## src/rtl/cadence_pkg.sv

```systemverilog
// Shared types and constants for the pedal-cadence generator.
// Bounce constants are only referenced when CADENCE_BOUNCE_EN is defined.
package cadence_pkg;

    typedef enum logic [1:0] {
        IDLE = 2'd0,
        HIGH = 2'd1,
        LOW  = 2'd2
    } state_t;

    localparam logic [15:0] TICK_TERM_FAST = 16'd511;
    localparam logic [15:0] TICK_TERM_SLOW = 16'd65535;

    localparam logic [5:0]  BNC_LEN = 6'd48;
    localparam int          BNC_BIT = 3;

    // A programmed half-period of zero behaves like one tick.
    function automatic logic [15:0] eff_period(input logic [15:0] per);
        return (per == 16'd0) ? 16'd1 : per;
    endfunction

endpackage

```

## src/rtl/cadence_tick.sv

```systemverilog
// Tick prescaler: emits a 1-clk pulse every 512 (FAST_SIM=1) or 65536 clocks
// while run is high; held cleared while run is low.
module cadence_tick
    import cadence_pkg::*;
#(
    parameter int FAST_SIM = 1
) (
    input  logic clk,
    input  logic rst_n,
    input  logic run,
    output logic tick
);

    localparam logic [15:0] TERM = (FAST_SIM != 0) ? TICK_TERM_FAST : TICK_TERM_SLOW;

    logic [15:0] cnt_q;
    logic [15:0] cnt_d;

    always_comb begin
        cnt_d = cnt_q;
        if (!run) begin
            cnt_d = '0;
        end else if (cnt_q == TERM) begin
            cnt_d = '0;
        end else begin
            cnt_d = cnt_q + 16'd1;
        end
    end

    always_ff @(posedge clk or negedge rst_n) begin
        if (!rst_n) begin
            cnt_q <= '0;
        end else begin
            cnt_q <= cnt_d;
        end
    end

    assign tick = run && (cnt_q == TERM);

endmodule

```

## src/rtl/cadence_gen.sv

```systemverilog
// Pedal-cadence generator: square wave with per-revolution half-period and
// revolution counter. Define CADENCE_BOUNCE_EN to add sensor bounce on cadence.
module cadence_gen
    import cadence_pkg::*;
#(
    parameter int FAST_SIM = 1
) (
    input  logic        clk,
    input  logic        rst_n,
    input  logic        en,
    input  logic [15:0] cad_per,
    output logic        cadence,
    output logic        cadence_clean,
    output logic [7:0]  rev_cnt,
    output logic        busy
);

    state_t      state_q, state_d;
    logic [15:0] per_q, per_d;
    logic [15:0] phase_q, phase_d;
    logic        clean_q, clean_d;
    logic        busy_q, busy_d;
    logic        cad_q, cad_d;
    logic [7:0]  rev_cnt_q, rev_cnt_d;
    logic        tick;
    logic        phase_done;
`ifdef CADENCE_BOUNCE_EN
    logic [5:0]  bnc_q, bnc_d;
`endif

    cadence_tick #(
        .FAST_SIM(FAST_SIM)
    ) u_tick (
        .clk  (clk),
        .rst_n(rst_n),
        .run  (busy_q),
        .tick (tick)
    );

    assign phase_done = tick && (phase_q == (eff_period(per_q) - 16'd1));

    always_ff @(posedge clk or negedge rst_n) begin
        if (!rst_n) begin
            state_q   <= IDLE;
            per_q     <= '0;
            phase_q   <= '0;
            clean_q   <= 1'b0;
            busy_q    <= 1'b0;
            cad_q     <= 1'b0;
            rev_cnt_q <= '0;
`ifdef CADENCE_BOUNCE_EN
            bnc_q     <= '0;
`endif
        end else begin
            state_q   <= state_d;
            per_q     <= per_d;
            phase_q   <= phase_d;
            clean_q   <= clean_d;
            busy_q    <= busy_d;
            cad_q     <= cad_d;
            rev_cnt_q <= rev_cnt_d;
`ifdef CADENCE_BOUNCE_EN
            bnc_q     <= bnc_d;
`endif
        end
    end

    always_comb begin
        state_d = state_q;
        per_d   = per_q;
        phase_d = phase_q;
        unique case (state_q)
            IDLE: begin
                phase_d = '0;
                if (en) begin
                    state_d = HIGH;
                    per_d   = cad_per;
                end
            end
            HIGH: begin
                if (tick) begin
                    phase_d = phase_q + 16'd1;
                end
                if (phase_done) begin
                    state_d = LOW;
                    phase_d = '0;
                end
            end
            LOW: begin
                if (tick) begin
                    phase_d = phase_q + 16'd1;
                end
                // en is only consulted here, so a revolution always completes.
                if (phase_done) begin
                    phase_d = '0;
                    if (en) begin
                        state_d = HIGH;
                        per_d   = cad_per;
                    end else begin
                        state_d = IDLE;
                    end
                end
            end
            default: begin
                state_d = IDLE;
            end
        endcase
    end

    // Outputs are derived from the next state so they register on the same edge.
    always_comb begin
        clean_d   = (state_d == HIGH);
        busy_d    = (state_d != IDLE);
        rev_cnt_d = rev_cnt_q + {7'd0, (clean_d & ~clean_q)};
`ifdef CADENCE_BOUNCE_EN
        bnc_d = bnc_q;
        if (clean_d != clean_q) begin
            bnc_d = '0;
        end else if (busy_d && (bnc_q < BNC_LEN)) begin
            bnc_d = bnc_q + 6'd1;
        end
        cad_d = (bnc_d < BNC_LEN) ? (clean_d ^ bnc_d[BNC_BIT]) : clean_d;
`else
        cad_d = clean_d;
`endif
    end

    assign cadence       = cad_q;
    assign cadence_clean = clean_q;
    assign busy          = busy_q;
    assign rev_cnt       = rev_cnt_q;

endmodule

```

## config.mk

```make
export PLATFORM = sky130hd
export DESIGN_NAME = cadence_gen
export DESIGN_NICKNAME = d
export VERILOG_FILES = /design/src/rtl/cadence_pkg.sv /design/src/rtl/cadence_tick.sv /design/src/rtl/cadence_gen.sv
export SDC_FILE = /design/constraint.sdc
export NUM_CORES = 1
export LEC_CHECK = 0
export CAP_MARGIN = 20
export CORE_UTILIZATION = 53
export CTS_BUF_LIST = sky130_fd_sc_hd__clkbuf_16
export CTS_CLUSTER_SIZE = 40
export DETAILED_ROUTE_END_ITERATION = 8
export DONT_BUFFER_PORTS = 1
export PLACE_DENSITY_LB_ADDON = 0.2
export SYNTH_ARGS = -nofsm -noshare
export SYNTH_HDL_FRONTEND = slang
export SYNTH_SLANG_ARGS = --single-unit
```

## constraint.sdc

```tcl
create_clock -name clk -period 4.45 [get_ports clk]
set_input_delay 0.6675 -clock clk [delete_from_list [all_inputs] [get_ports clk]]
set_output_delay 0.6675 -clock clk [all_outputs]
set_load 0.01 [all_outputs]
```

==> out/results.tsv, run 1 <==
stage	metric	value	unit
outcome	outcome	completed	
logic_synthesis	synth_commonest_cells	dfrtp_1, nor2_1, xor2_1, nand3_1	
logic_synthesis	yosysWarnings	0	
cells_and_area	seq_area	1500	um2
logic_synthesis	synth_xor_area_share	11.9	%
timing	finClkSkew	0.00649	ns
logic_synthesis	seq_area_frac_synth	44.3	%
timing	rsz0062_at_grt	false	
logic_synthesis	synthAdderAreaFrac	3.32	%
placed_design	port_buffers	0	
worst_setup_path	critPathArrivalTime	4.41	ns
clocking	cts_buffers	9	
timing	worst_pin_slew	0.626	ns
route	ant_nets	0	
grt	antenna_found_initial	0	
cells_and_area	area_delta_synth_final	15.2	%
worst_setup_path	path_max_fanout	6	
timing	slew_headroom	57.9	%
logic_synthesis	synth.distinct_cells	51	
logic_synthesis	syn_area_per_cell	9.99	um2
logic_synthesis	syn_nets	367	
placed_design	dp_hpwl	4.76	mm
logic_synthesis	netlist_instances	339	
power_and_ir_drop	vdd_drop_max	348	uV
clocking	cts_tree	yes	
grt	grt_use_total	22.6	%
floorplan	std_cell_rows	28	
timing	finalHoldViolations	0	
hold_path	hold_path.class	input pin to async pin	
logic_synthesis	yosys.area_share.simple	23.2	%
logic_synthesis	ys_seq_elements	60	
power_and_ir_drop	p_leak	0.00172	uW
route	wl	6.98	mm
route	firstDrtPassIters	4	
grt	grt_pass1_wl	11.2	mm
logic_synthesis	synthMuxAreaShare	7.53	%
placed_design	gp_congestion	0.823	
cells_and_area	drive_gt1_share	12.1	%
worst_setup_path	cp.required	4.66	ns
grt	grt_overflow	0	
route	vias_per_cell	5.87	
logic_synthesis	synth_edf_count	0	
floorplan	start_util	56.2	%
cells_and_area	antennaDiodeCount	0	
route	dr.first_iter.drc_count	87	
worst_setup_path	start_kind	flop	
floorplan	die_x	82.0	um
grt	grt_pass1_vias	2411	
flow_run	max_cap_violations	0	
power_and_ir_drop	powerDensity	631	nW/um2
clocking	clockBufferDepth	2	
floorplan	die_y	82.0	um
logic_synthesis	yosysTopAreaCellShare	44.3	%
clocking	clkLatencyLatePin	0.33	ns
floorplan	dieArea	6720	um2
timing	min_period_over_period	94.4	%
floorplan	ioPinCount	30	
clocking	cts.clk_slew.worst_paths	0.05	ns
logic_synthesis	syn-cell-area	3390	um2
logic_synthesis	synth_top_family_by_area	simple AND/OR/NAND/NOR gates	
clocking	cts-htree-levels	3	
worst_setup_path	crit_type	flop to flop	
cells_and_area	num-nets-final	379	
timing	fmax	0.238	GHz
logic_synthesis	synth_compound_area_share	7.53	%
clocking	cts-root-buf	clkbuf_16	
timing	slew_violations	0	
route	vias	2529	
clocking	clkSinkCount	60	
timing	tns	0	ns
timing	setup_viol	0	
logic_synthesis	synthFlopType	dfrtp_1	
logic_synthesis	async_flop_share	100	%
cells_and_area	post-route-util	64.8	%
floorplan	core_area	6030	um2
logic_synthesis	yosys.area.top_type	dfrtp_1	
route	drc	0	
grt	grt_max_degree	61	
logic_synthesis	synth.most_common_cell	dfrtp_1	
cells_and_area	num-fill-cells	496	
timing	period_needed	4.20	ns
logic_synthesis	synth_area_leaders	dfrtp_1, xor2_1, nor2_1, xnor2_1, mux2_4	
worst_setup_path	endpoint_kind	flop	
clocking	ctsHoldBuffers	0	
cells_and_area	multi_input_area	1830	um2
route	post_drt_wl_per_cell	16.2	um
per-layer routing:
| layer | routed length [um] | up-vias | GRT usage [%] | share of wire (%) |
|---|---|---|---|---|
| met5 | 0 | - | 0 | 0 |
| met4 | 145 | 0 | 11.6 | 2.1 |
| met3 | 252 | 14 | 5.22 | 3.6 |
| met2 | 3440 | 53 | 37.9 | 49 |
| met1 | 3150 | 1230 | 27.0 | 45 |
| li1 | - | 1232 | - | - |
logic make-up (layout without fill, tap and decap cells):
| family | count (synthesis) | in the layout |
|---|---|---|
| AO/OA/AOI/OAI | 37 | 37 |
| XOR/XNOR | 46 | 46 |
| adder cells (fa/ha/maj) | 9 | 9 |
| buffers and inverters | 17 | 34 |
| flip-flops | 60 | 60 |
| multiplexers | 20 | 20 |
| AND/OR/NAND/NOR | 150 | 150 |
path summary, 6_finish.rpt:
check	from	endpoint	slack, ns	depth (start not counted)
max	per_q[5]	rev_cnt[7]	0.25	17
min	rst_n	rev_cnt[2]	0.04	0
max reg2reg	per_q[5]	rev_cnt[7]	0.25	17
min reg2reg	u_tick.cnt_q[0]	u_tick.cnt_q[0]	0.48	1
max in group asynchronous	rst_n	per_q[11]	4.30	0
min in group clk	cad_per[14]	per_q[14]	0.47	1
power by group:
part	switching [uW]	leakage [uW]	internal [uW]	total, uW
combinational	388	0.000754	367	755
sequential	199	0.000782	682	881
clock	232	0.000180	597	828
worst max-delay path, cell delays in order (launching register included):
cell and delay, ns:
dfrtp_1 0.43, or4_1 0.56, nor3_2 0.15, a31oi_1 0.12
ha_1 0.26, and2_1 0.17, o21a_1 0.18, o31a_1 0.27
a21oi_1 0.17, nand3_1 0.11, or3_4 0.42, mux2i_1 0.15
nor3_1 0.15, ha_2 0.22, and3_1 0.15, nand3_1 0.10
or2_2 0.32, xnor2_1 0.12
layout make-up:
cell class                      count  share of cell area [%]
Inverter                            8                   0.769
Timing Repair Buffer               10                    2.44
Sequential cell                    60                    38.5
Clock inverter                      7                    3.37
Clock buffer                        9                    5.77
Tap cell                           75                    2.40
Multi-Input combinational cell    262                    46.8
sequential cells by signal, summed over array words and instances (netlist names):
| signal | flops |
|---|---|
| busy | 1 |
| cadence | 1 |
| per_q | 16 |
| phase_q | 16 |
| rev_cnt | 8 |
| state_q | 2 |
| u_tick.cnt_q | 16 |
through the flow:
stage	setup slack [ns]	hold WS, ns	instances	power (uW)	cell area [um2]
after floorplan	0.229	0.372	339	1400	3390
after global routing	0.0339	0.0231	431	2600	3900
after detailed placement	0.188	0.373	415	1620	3530
after global placement	0.290	0.373	414	1590	3500
after CTS	0.136	0.0247	431	2470	3890
final	0.249	0.0353	431	2460	3900
layout by cell type, fill, tap and decap left out, drive strengths merged, types with 4 or more instances in the layout:
master	n
a21boi	4
a21oi	6
and3	11
buf	10
bufinv	4
clkbuf	9
dfrtp	60
ha	9
inv	10
mux2	17
nand2	16
nand3	20
nand4	10
nor2	48
nor3	10
nor3b	4
nor4	6
o21a	4
o21ai	8
or3	4
or4	5
xnor2	16
xor2	30
timing repair:
item                                    CTS  global route
setup buffers                             0             0
resized for setup                         0             4
endpoints found under the setup margin    0             2
(Power assumes the default switching activity.)
==> run 2, diff against run 1 <==
Settings changed: CAP_MARGIN 20 to not set.
Clock period 4.45 ns to 4.9 ns, I/O delays scaled along.
==> run 2 against run 1 <==
Non-clock buffer count decreased by 7; largest power group unchanged; worst hold slack improved by 0.072 ns; critical endpoint unchanged; fmax decreased by 5.8%.
==> out/results.tsv, run 2 (synthesis gave the netlist of run 1 again) <==
stage	metric	value	unit
power_and_ir_drop	p_sw	708	uW
worst_setup_path	cp_slowest_stage_delay	0.61	ns
route	drc	0	
timing	slew_violations	0	
clocking	cts_resized	0	
grt	grt_pass1_vias	2404	
grt	grt_pass1_wl	11.3	mm
power_and_ir_drop	comb_power_share	30.4	%
grt	grt_use_total	22.6	%
clocking	ctsHoldBuffers	0	
worst_setup_path	r2r_setup_slack	0.44	ns
worst_setup_path	endpoint_kind	flop	
timing	finalHoldViolations	0	
timing	fin_hold_ws	0.108	ns
timing	worst_pin_slew	1.11	ns
timing	setup_viol	0	
power_and_ir_drop	swShare	36.4	%
worst_setup_path	r2r_cells	17	
worst_setup_path	critPathArrivalTime	4.67	ns
route	dr.first_iter.drc_count	90	
worst_setup_path	crit_chain	or4_1 > nor3_2 > a31oi_1 > ha_1 > nor3b_1 > and3_1 > o21a_1 > o31ai_1 > nand3b_1 > or3_1 > mux2i_1 > nor3_1 > ha_1 > and3_1 > nand3_1 > or2_2 > xnor2_1	
timing	period_needed	4.46	ns
floorplan	ioPinCount	30	
placed_design	port_buffers	0	
worst_setup_path	crit_family	simple AND/OR/NAND/NOR gates	
worst_setup_path	cp.required	5.10	ns
floorplan	core_area	6030	um2
cells_and_area	antennaDiodeCount	0	
outcome	outcome	completed	
timing	rsz0062_at_grt	false	
power_and_ir_drop	intPower	1240	uW
cells_and_area	area_delta_synth_final	9.38	%
worst_setup_path	path_max_fanout	7	
power_and_ir_drop	pwr-share-clk	27.1	%
power_and_ir_drop	p_leak	0.00162	uW
clocking	cts-htree-levels	3	
clocking	cts-root-buf	clkbuf_16	
route	post_drt_wl_per_cell	15.4	um
worst_setup_path	cp_slowest_cell	or4_1	
flow_run	max_cap_violations	0	
cells_and_area	final_cell_mix	dfrtp_1, nor2_1, xor2_1	
timing	finClkSkew	0.00418	ns
timing	tns	0	ns
floorplan	die_y	82.0	um
power_and_ir_drop	powerDensity	525	nW/um2
route	wl	6.51	mm
worst_setup_path	rr_endpoint	rev_cnt[7]	
worst_setup_path	start_kind	flop	
route	vias	2482	
floorplan	die_x	82.0	um
grt	grt_max_degree	61	
grt	grt_overflow	0	
route	vias_per_cell	5.88	
floorplan	std_cell_rows	28	
worst_setup_path	critPathBufInv	0	
clocking	clkLatencyLatePin	0.32	ns
power_and_ir_drop	seqPwrFrac	42.4	%
timing	fmax	0.224	GHz
worst_setup_path	rr_startpoint	per_q[0]	
clocking	clkSinkCount	60	
timing	slew_headroom	25.9	%
hold_path	hold_path.class	input pin to async pin	
power_and_ir_drop	vdd_drop_max	263	uV
placed_design	dp_hpwl	4.58	mm
clocking	cts_setup_buffers	0	
route	firstDrtPassIters	4	
placed_design	gp_congestion	0.857	
worst_setup_path	crit_type	flop to flop	
clocking	cts.clk_slew.worst_paths	0.05	ns
floorplan	start_util	56.2	%
cells_and_area	num-nets-final	372	
clocking	cts_buffers	9	
timing	min_period_over_period	91.1	%
clocking	clockBufferDepth	2	
cells_and_area	drive_gt1_share	8.93	%
floorplan	dieArea	6720	um2
clocking	cts_tree	yes	
route	ant_nets	0	
cells_and_area	layout_commonest_cell	dfrtp_1	
grt	antenna_found_initial	0	
cells_and_area	top_regs	per_q: 16 flops, phase_q: 16 flops, u_tick.cnt_q: 16 flops	
==> run 2: how the worst max path moves through the flow <==
stage,slack (ns),depth (start not counted),start,end
floorplan,0.68,18,per_q[0],rev_cnt[7]
global placement,0.65,17,per_q[0],rev_cnt[7]
detailed placement,0.48,17,per_q[0],rev_cnt[7]
CTS,0.46,17,per_q[0],rev_cnt[7]
global route,0.17,17,per_q[0],rev_cnt[7]
finish,0.44,17,per_q[0],rev_cnt[7]
==> run 2: final cells by class <==
type                       instances  area [um2]
fill                             541        2320
multi-input combinational        262        1810
sequential                        60        1500
clock buffer                       9         225
tap                               75        93.8
inverter                           8        30.0
clock inverter                     5        22.5
timing repair buffer               3        22.5
==> run 2: layer usage <==
| layer | vias to the layer above | wire length, um | track usage (%) |
|---|---|---|---|
| met5 | - | 0 | 0 |
| met4 | 0 | 130 | 10.5 |
| met3 | 16 | 194 | 4.78 |
| met2 | 50 | 3010 | 34.7 |
| met1 | 1194 | 3180 | 30.4 |
| li1 | 1222 | - | - |
==> run 2: stage by stage <==
stage	total power, uW	cell area, um2	setup slack, ns	std cells	util (%)
4_1_cts	1960	3710	0.456	422	61.5
5_1_grt	2080	3710	0.170	422	61.5
6_report	1940	3710	0.438	422	61.5
3_3_place_gp	1410	3460	0.647	408	57.4
3_5_place_dp	1420	3460	0.483	408	57.4
2_1_floorplan	1270	3390	0.679	339	-
==> run 2: power by group through the flow <==
stage	combinational [uW]	sequential, uW	clock [uW]
floorplan	501	770	0
global placement	580	827	0
detailed placement	588	830	0
CTS	592	825	540
global route	666	852	563
finish	592	825	527
==> run 2: worst reg2reg max path, stage by stage, from the launching register on <==
cell and delay [ns]:
dfrtp_1 0.45, or4_1 0.61, nor3_2 0.22, a31oi_1 0.11, ha_1 0.26, nor3b_1 0.20
and3_1 0.23, o21a_1 0.17, o31ai_1 0.32, nand3b_1 0.11, or3_1 0.42, mux2i_1 0.17
nor3_1 0.16, ha_1 0.21, and3_1 0.16, nand3_1 0.11, or2_2 0.32, xnor2_1 0.12
